`config.mk`:
```
export PLATFORM = sky130hd
export DESIGN_NAME = elevator_ctrl_n
export DESIGN_NICKNAME = d
export VERILOG_FILES = /design/src/rtl/elev_pkg.sv /design/src/rtl/elev_ctrl_chk.sv /design/src/rtl/elev_tick_timer.sv /design/src/rtl/elevator_ctrl_n.sv
export SDC_FILE = /design/constraint.sdc
export NUM_CORES = 1
export LEC_CHECK = 0
export CORE_MARGIN = 5
export CORE_UTILIZATION = 46
export DETAILED_ROUTE_END_ITERATION = 7
export PLACE_DENSITY_LB_ADDON = 0.1
export SLEW_MARGIN = 20
export SYNTH_ARGS = -nofsm -noshare
export SYNTH_HDL_FRONTEND = slang
export SYNTH_SLANG_ARGS = --single-unit
```
`constraint.sdc`:
```
create_clock -name clk -period 1.8 [get_ports clk]
set_input_delay 0.45 -clock clk [delete_from_list [all_inputs] [get_ports clk]]
set_output_delay 0.45 -clock clk [all_outputs]
set_load 0.02 [all_outputs]
```
`src/rtl/elev_pkg.sv`:
```
// elev_pkg: shared types, constants and floor-mask helpers for the
// N-floor elevator cabin controller.
//   state_t            : cabin controller states (OFF/PAUSE/OPEN/MOVE)
//   DIR_UP / DIR_DN    : encodings of the dir output
//   MAX_FLOORS         : widest floor vector the mask helpers handle
//   floor_mask_above() : bits strictly above a one-hot position
//   floor_mask_below() : bits strictly below a one-hot position
package elev_pkg;

  typedef enum logic [1:0] {
    OFF   = 2'd0,
    PAUSE = 2'd1,
    OPEN  = 2'd2,
    MOVE  = 2'd3
  } state_t;

  localparam logic DIR_UP = 1'b1;
  localparam logic DIR_DN = 1'b0;

  // Floor vectors are zero-extended to this width before masking, so the
  // helpers stay independent of the FLOORS parameter of each instance.
  localparam int MAX_FLOORS = 32;

  typedef logic [MAX_FLOORS-1:0] fmask_t;

  localparam fmask_t FMASK_ONE = {{(MAX_FLOORS-1){1'b0}}, 1'b1};

  // For a one-hot pos, pos-1 is every bit below it; complementing that and
  // pos itself leaves every bit above it.
  function automatic fmask_t floor_mask_above(input fmask_t pos);
    return ~(pos | (pos - FMASK_ONE));
  endfunction

  function automatic fmask_t floor_mask_below(input fmask_t pos);
    return pos - FMASK_ONE;
  endfunction

endpackage

```
`src/rtl/elev_ctrl_chk.sv`:
```
// elev_ctrl_chk: property checker for elevator_ctrl_n.
//   clk, rst  : clock and synchronous reset of the controller
//   state     : controller state output
//   position  : one-hot cabin floor
//   dir       : travel direction (1 = up)
//   mv2nxt    : motor command
//   opendoor  : door command
module elev_ctrl_chk
  import elev_pkg::*;
#(
  parameter int FLOORS = 4
) (
  input logic              clk,
  input logic              rst,
  input logic [1:0]        state,
  input logic [FLOORS-1:0] position,
  input logic              dir,
  input logic              mv2nxt,
  input logic              opendoor
);

  a_pos_onehot: assert property (@(posedge clk) disable iff (rst)
    $onehot(position));

  a_no_up_from_top: assert property (@(posedge clk) disable iff (rst)
    (mv2nxt && (dir == DIR_UP)) |-> !position[FLOORS-1]);

  a_no_dn_from_bottom: assert property (@(posedge clk) disable iff (rst)
    (mv2nxt && (dir == DIR_DN)) |-> !position[0]);

  a_door_motor_excl: assert property (@(posedge clk) disable iff (rst)
    !(mv2nxt && opendoor));

  a_move_matches_state: assert property (@(posedge clk) disable iff (rst)
    (state == 2'(MOVE)) == mv2nxt);

endmodule

```
`src/rtl/elev_tick_timer.sv`:
```
// elev_tick_timer: loadable down-counter shared by the door-open and
// floor-to-floor travel phases.
//   clk      : clock
//   rst      : synchronous active-high clear (count to 0)
//   load     : load load_val this cycle (wins over the decrement)
//   load_val : value to load
//   expired  : high while the count is 1, i.e. during the last cycle of
//              the loaded interval; the count then reaches 0 and holds
module elev_tick_timer #(
  parameter int W = 6
) (
  input  logic         clk,
  input  logic         rst,
  input  logic         load,
  input  logic [W-1:0] load_val,
  output logic         expired
);

  logic [W-1:0] count_q;
  logic [W-1:0] count_d;

  // Next count: load, else decrement while nonzero, else hold at 0.
  always_comb begin
    count_d = count_q;
    if (load) begin
      count_d = load_val;
    end else if (count_q != '0) begin
      count_d = count_q - W'(1);
    end else begin
      count_d = count_q;
    end
  end

  // Count register.
  always_ff @(posedge clk) begin
    if (rst) begin
      count_q <= '0;
    end else begin
      count_q <= count_d;
    end
  end

  assign expired = (count_q == W'(1));

endmodule

```
`src/rtl/elevator_ctrl_n.sv`:
```
// elevator_ctrl_n: single-cabin controller for an N-floor elevator with
// collective (SCAN) scheduling and internal door/travel timing.
// FLOORS must lie in 2..MAX_FLOORS (32).
//   clk       : clock, all logic on posedge
//   rst       : synchronous active-high reset
//   enable    : 0 forces the parked (reset) state
//   req       : effective requests, bit 0 = bottom floor
//   door_hold : restarts the open timer while the door is open
//   position  : one-hot cabin floor
//   dir       : 1 = up, 0 = down
//   opendoor  : door open command
//   mv2nxt    : move one floor in dir
//   req_clr   : one-cycle one-hot pulse clearing the served request
//   state     : OFF=0, PAUSE=1, OPEN=2, MOVE=3
module elevator_ctrl_n
  import elev_pkg::*;
#(
  parameter int FLOORS     = 4,
  parameter int RUN_TICKS  = 32,
  parameter int OPEN_TICKS = 64
) (
  input  logic              clk,
  input  logic              rst,
  input  logic              enable,
  input  logic [FLOORS-1:0] req,
  input  logic              door_hold,
  output logic [FLOORS-1:0] position,
  output logic              dir,
  output logic              opendoor,
  output logic              mv2nxt,
  output logic [FLOORS-1:0] req_clr,
  output logic [1:0]        state
);

  localparam int MAX_TICKS = (RUN_TICKS > OPEN_TICKS) ? RUN_TICKS : OPEN_TICKS;
  localparam int CNT_W     = $clog2(MAX_TICKS + 1);

  localparam logic [FLOORS-1:0] POS_RESET = {{(FLOORS-1){1'b0}}, 1'b1};

  state_t            state_q, state_d;
  logic [FLOORS-1:0] position_q, position_d;
  logic              dir_q, dir_d;
  logic              opendoor_q, opendoor_d;
  logic              mv2nxt_q, mv2nxt_d;
  logic [FLOORS-1:0] req_clr_q, req_clr_d;

  fmask_t            pos_ext_s;
  fmask_t            req_ext_s;
  logic              any_above_s;
  logic              any_below_s;
  logic              ahead_s;
  logic              behind_s;
  logic              here_s;
  logic              rereq_s;
  logic              serve_s;
  logic              tmr_load_s;
  logic [CNT_W-1:0]  tmr_val_s;
  logic              tmr_rst_s;
  logic              tmr_expired_s;

  // Zero-extend position/requests and find pending calls above and below.
  always_comb begin
    pos_ext_s = '0;
    req_ext_s = '0;
    pos_ext_s[FLOORS-1:0] = position_q;
    req_ext_s[FLOORS-1:0] = req;
    any_above_s = |(req_ext_s & floor_mask_above(pos_ext_s));
    any_below_s = |(req_ext_s & floor_mask_below(pos_ext_s));
  end

  assign ahead_s  = (dir_q == DIR_UP) ? any_above_s : any_below_s;
  assign behind_s = (dir_q == DIR_UP) ? any_below_s : any_above_s;
  assign here_s   = |(req & position_q);
  // While req_clr is still high the upstream latch has not cleared yet, so
  // a request seen at this floor is the one just served, not a new one.
  assign rereq_s  = here_s && !(|req_clr_q);

  assign tmr_rst_s = rst || !enable;

  elev_tick_timer #(
    .W (CNT_W)
  ) u_timer (
    .clk      (clk),
    .rst      (tmr_rst_s),
    .load     (tmr_load_s),
    .load_val (tmr_val_s),
    .expired  (tmr_expired_s)
  );

  // Next-state, direction, position and timer control.
  always_comb begin
    state_d    = state_q;
    position_d = position_q;
    dir_d      = dir_q;
    serve_s    = 1'b0;
    tmr_load_s = 1'b0;
    tmr_val_s  = '0;
    if (!enable) begin
      state_d    = OFF;
      position_d = POS_RESET;
      dir_d      = DIR_UP;
    end else begin
      case (state_q)
        OFF: begin
          state_d = PAUSE;
        end
        PAUSE: begin
          if (here_s) begin
            state_d    = OPEN;
            serve_s    = 1'b1;
            tmr_load_s = 1'b1;
            tmr_val_s  = CNT_W'(OPEN_TICKS);
          end else if (ahead_s) begin
            state_d    = MOVE;
            tmr_load_s = 1'b1;
            tmr_val_s  = CNT_W'(RUN_TICKS);
          end else if (behind_s) begin
            // Reverse and depart in the same decision.
            dir_d      = ~dir_q;
            state_d    = MOVE;
            tmr_load_s = 1'b1;
            tmr_val_s  = CNT_W'(RUN_TICKS);
          end else begin
            state_d = PAUSE;
          end
        end
        OPEN: begin
          // A hold or re-request beats expiry, keeping the door open.
          if (door_hold || rereq_s) begin
            state_d    = OPEN;
            serve_s    = rereq_s;
            tmr_load_s = 1'b1;
            tmr_val_s  = CNT_W'(OPEN_TICKS);
          end else if (tmr_expired_s) begin
            state_d = PAUSE;
          end else begin
            state_d = OPEN;
          end
        end
        MOVE: begin
          if (tmr_expired_s) begin
            state_d = PAUSE;
            if (dir_q == DIR_UP) begin
              position_d = {position_q[FLOORS-2:0], 1'b0};
            end else begin
              position_d = {1'b0, position_q[FLOORS-1:1]};
            end
          end else begin
            state_d = MOVE;
          end
        end
        default: begin
          state_d = OFF;
        end
      endcase
    end
  end

  // Output commands follow the state being entered, so they are registered
  // alongside it.
  always_comb begin
    opendoor_d = (state_d == OPEN);
    mv2nxt_d   = (state_d == MOVE);
    if (serve_s) begin
      req_clr_d = position_q;
    end else begin
      req_clr_d = '0;
    end
  end

  // State and output registers.
  always_ff @(posedge clk) begin
    if (rst) begin
      state_q    <= OFF;
      position_q <= POS_RESET;
      dir_q      <= DIR_UP;
      opendoor_q <= 1'b0;
      mv2nxt_q   <= 1'b0;
      req_clr_q  <= '0;
    end else begin
      state_q    <= state_d;
      position_q <= position_d;
      dir_q      <= dir_d;
      opendoor_q <= opendoor_d;
      mv2nxt_q   <= mv2nxt_d;
      req_clr_q  <= req_clr_d;
    end
  end

  assign position = position_q;
  assign dir      = dir_q;
  assign opendoor = opendoor_q;
  assign mv2nxt   = mv2nxt_q;
  assign req_clr  = req_clr_q;
  assign state    = state_q;

  elev_ctrl_chk #(
    .FLOORS (FLOORS)
  ) u_chk (
    .clk      (clk),
    .rst      (rst),
    .state    (state_q),
    .position (position_q),
    .dir      (dir_q),
    .mv2nxt   (mv2nxt_q),
    .opendoor (opendoor_q)
  );

endmodule

```
==> summary.md <==
| Metric | Value |
|---|---|
| Clk_lat worst skew | `0.30 ns` |
| Slew HR | `0.784` |
| Worst Path Max Fanout | `5` |
| Fin. max-slew vios | `0` |
| Clock Pin Slew Worst Setup and Hold Paths | `0.13 ns` |
| Hold_sp | `u_timer.count_q[6]` |
| Detailed placer's ending HPWL | `2.29 mm` |
| Fill cells | `203` |
| Crit path DAT | `2.17 ns` |
| Violated checks | `negative setup slack` |
| # diodes | `0` |
| Final worst slack | `-0.155 ns` |
| Sequential share of power | `0.315` |
| Design Power | `0.00175 W` |
| Mean Syn Cell Area | `8.55 um2` |
| Synth area leaders | `dfxtp_1 (35%), ha_1 (11%), nand2_1 (4.3%)` |
| Fraction of registers with async set/reset | `0` |
| CTS tree | `yes` |
| Antenna violations before repair | `0` |
| IO Port Bufs | `20` |
| Vias/cell | `5.46` |
| WS Path Type | `reg2reg` |
| Dominant synthesized flop cell | `dfxtp_1` |
| Count leader, synth | `dfxtp_1` |
| Total Die Area | `3540 um2` |
| F_max | `0.511 GHz` |
| Overall Global Routing Usage | `0.190` |
| CTS root buf | `clkbuf_4` |
| # DRC | `0` |
| CP Data Required Time | `2.02 ns` |
| DRT antenna net count | `0` |
| Switching portion of total power | `0.389` |
| Chip width | `59.5 um` |
| Worst hold path type | `reg2reg` |
| Num ports | `21` |
| Commonest cells in the netlist | `dfxtp_1 (20), nand2_1 (13), inv_1 (12)` |
| Post-synth EDFFs | `0` |
| Outcome | `complete, but fails checks` |
| Worst Hold End | `u_timer.count_q[6]` |
| Max Cap Viol | `0` |
| Clock power share | `0.214` |
| Share of the synthesized area in the top cell type | `0.355` |
| Register area | `410 um2` |
| Htree depth | `1` |
| Worst-margin pin slew | `0.321 ns` |
| Sequential area share after synthesis | `0.355` |
| RSZ-0062 raised after global routing | `true` |
| # rows | `18` |
| Non-filler instance count after layout | `208` |
| Drt pass-1 iters | `4` |
| Inst Count DP | `203` |
| R2R Path End | `u_timer.count_q[1]` |
| DR vias | `1135` |
| Power per cell area | `1030 nW/um2` |
| Drt total wl | `3.19 mm` |
| Share of cells above drive strength 1 | `0.309` |
| Psw | `0.000681 W` |
| Area delta synth->final | `50.4%` |
| Yosys cell types | `40` |
| Area of the core | `2410 um2` |
| Area of the multi-input gates | `774 um2` |
| DR iter-0 viols | `19` |
| GPL Wtd Cong | `0.836` |
| R2R Setup Slk | `-0.16 ns` |
| Number of CTS-inserted buffers | `3` |
| Wirelength per Cell | `15.3 um` |
| Nets | `197` |
| Clk sinks | `20` |
| Logic pwr share | `0.470` |
| Mapped Cells | `132` |
| Vias in the first global route | `1163` |
| P_int | `0.00107 W` |
| Min Tclk post-route | `1.96 ns` |
| Largest area contributor in the netlist | `dfxtp_1` |
| Mapped Nets | `150` |
| Hold depth | `2` |
| Reg2Reg Launch Point | `position[1]` |
| Synthesis Warnings | `0` |
| Largest net degree at the start of global routing | `13` |
| Clock skew | `0.00248 ns` |
| Die Height | `59.5 um` |
| R2R depth | `10` |
| Register bit total from synthesis | `20` |
| Global-route wire length before repair | `5.15 mm` |
| Final Hold Fails | `0` |
| Fin crit share | `1.09` |
| Final setup fails | `11` |
| Overflow after GRT | `0` |
| Initial core utilization | `0.468` |
| CTS max path bufs | `2` |
| Post-Syn Area | `1130 um2` |
| Max IR drop VDD | `1.15 mV` |
| Worst setup EP type | `flip-flop` |
| Lkg Pwr | `0.682 nW` |
| CP Launch Type | `flip-flop` |
-- critical path: stages (launching register included) --
cell and delay [ns]:
dfxtp_4 0.37, inv_4 0.07, ha_4 0.13, inv_2 0.04, ha_4 0.14, a222oi_1 0.28
buf_4 0.19, nand4_1 0.12, o21ai_2 0.22, a21oi_4 0.13, a2111oi_4 0.19
-- state kept, by name (all words and copies together), names as in the netlist --
| name | cells |
|---|---|
| state | 2 |
| mv2nxt | 1 |
| req_clr | 4 |
| opendoor | 1 |
| dir | 1 |
| u_timer.count_q | 7 |
| position | 4 |
-- cells in the final DEF, fill, tap and decap left out, types with 2 or more instances in the layout --
cell type and n:
buf_4 23, dfxtp_1 16, clkdlybuf4s50_1 14, nand2_1 13
nor2_1 10, inv_1 8, and2_1 7, ha_1 7
nor3_2 5, o21ai_1 4, dlygate4sd2_1 4, a21oi_1 3
nand2b_1 3, nand3_1 3, nand4_1 3, clkbuf_4 3
inv_4 2, inv_2 2, nand3_2 2, a22oi_1 2
xnor2_1 2, a32oi_1 2, o21ai_0 2, a211oi_1 2
ha_4 2, dlymetal6s2s_1 2, dfxtp_4 2, dfxtp_2 2
-- metrics by stage --
stage	cell area, um2	hold slack, ns	setup TNS [ns]	util	setup slack (ns)
final	1700	0.488	-0.915	0.705	-0.155
after global routing	1700	0.522	-1.71	0.705	-0.216
after CTS	1640	0.500	-0.790	0.681	-0.128
after detailed placement	1580	0.478	-4.27	0.656	-0.363
after global placement	1580	0.464	-3.68	0.656	-0.326
after floorplan	1180	0.453	-0.648	-	-0.147
-- routing by layer --
layer,GRT usage,part of all wire,vias up
li1,-,-,568
met1,0.226,0.42,544
met2,0.340,0.53,21
met3,0.0349,0.042,2
met4,0.0633,0.0060,0
met5,0,0,-
-- worst max path at each step --
stage                     start                 end  slack, ns  cells after the start
floorplan           position[0]            opendoor      -0.15                      9
global placement         req[3]            opendoor      -0.33                      7
detailed placement       req[3]            opendoor      -0.36                      7
CTS                 position[0]  u_timer.count_q[1]      -0.13                     10
global route        position[0]            opendoor      -0.22                     10
finish              position[1]  u_timer.count_q[1]      -0.16                     10
-- repair_timing --
action,4_1_cts,5_1_grt
setup endpoints to repair,15,17
resized for setup,7,13
pin swaps,7,5
buffers inserted,0,2
hold buffers,0,0
-- power by group through the flow --
| stage | Clock, W | Sequential, W | Combinational [W] |
|---|---|---|---|
| 2_1_floorplan | 0 | 0.000549 | 0.000588 |
| 3_3_place_gp | 0 | 0.000554 | 0.000735 |
| 4_1_cts | 0.000384 | 0.000550 | 0.000770 |
| 5_1_grt | 0.000410 | 0.000564 | 0.000912 |
| 6_report | 0.000376 | 0.000553 | 0.000823 |
| 3_5_place_dp | 0 | 0.000559 | 0.000758 |
-- layout make-up --
class | instances | area share
clock buffer | 3 | 0.0133
timing repair buffer | 43 | 0.220
tap | 30 | 0.0221
multi-input combinational | 99 | 0.456
clock inverter | 1 | 0.0177
inverter | 12 | 0.0295
sequential | 20 | 0.242
-- kinds of logic after synthesis --
group                      after synthesis  synth area share
adders and majority gates               10             0.111
xor gates and xnor gates                 3            0.0233
AOI/OAI and AO/OA                       31             0.215
buffers and inverters                   13            0.0432
muxes                                    1           0.00998
DFF                                     20             0.355
and+or+nand+nor                         54             0.243
(Power assumes the default switching activity.)
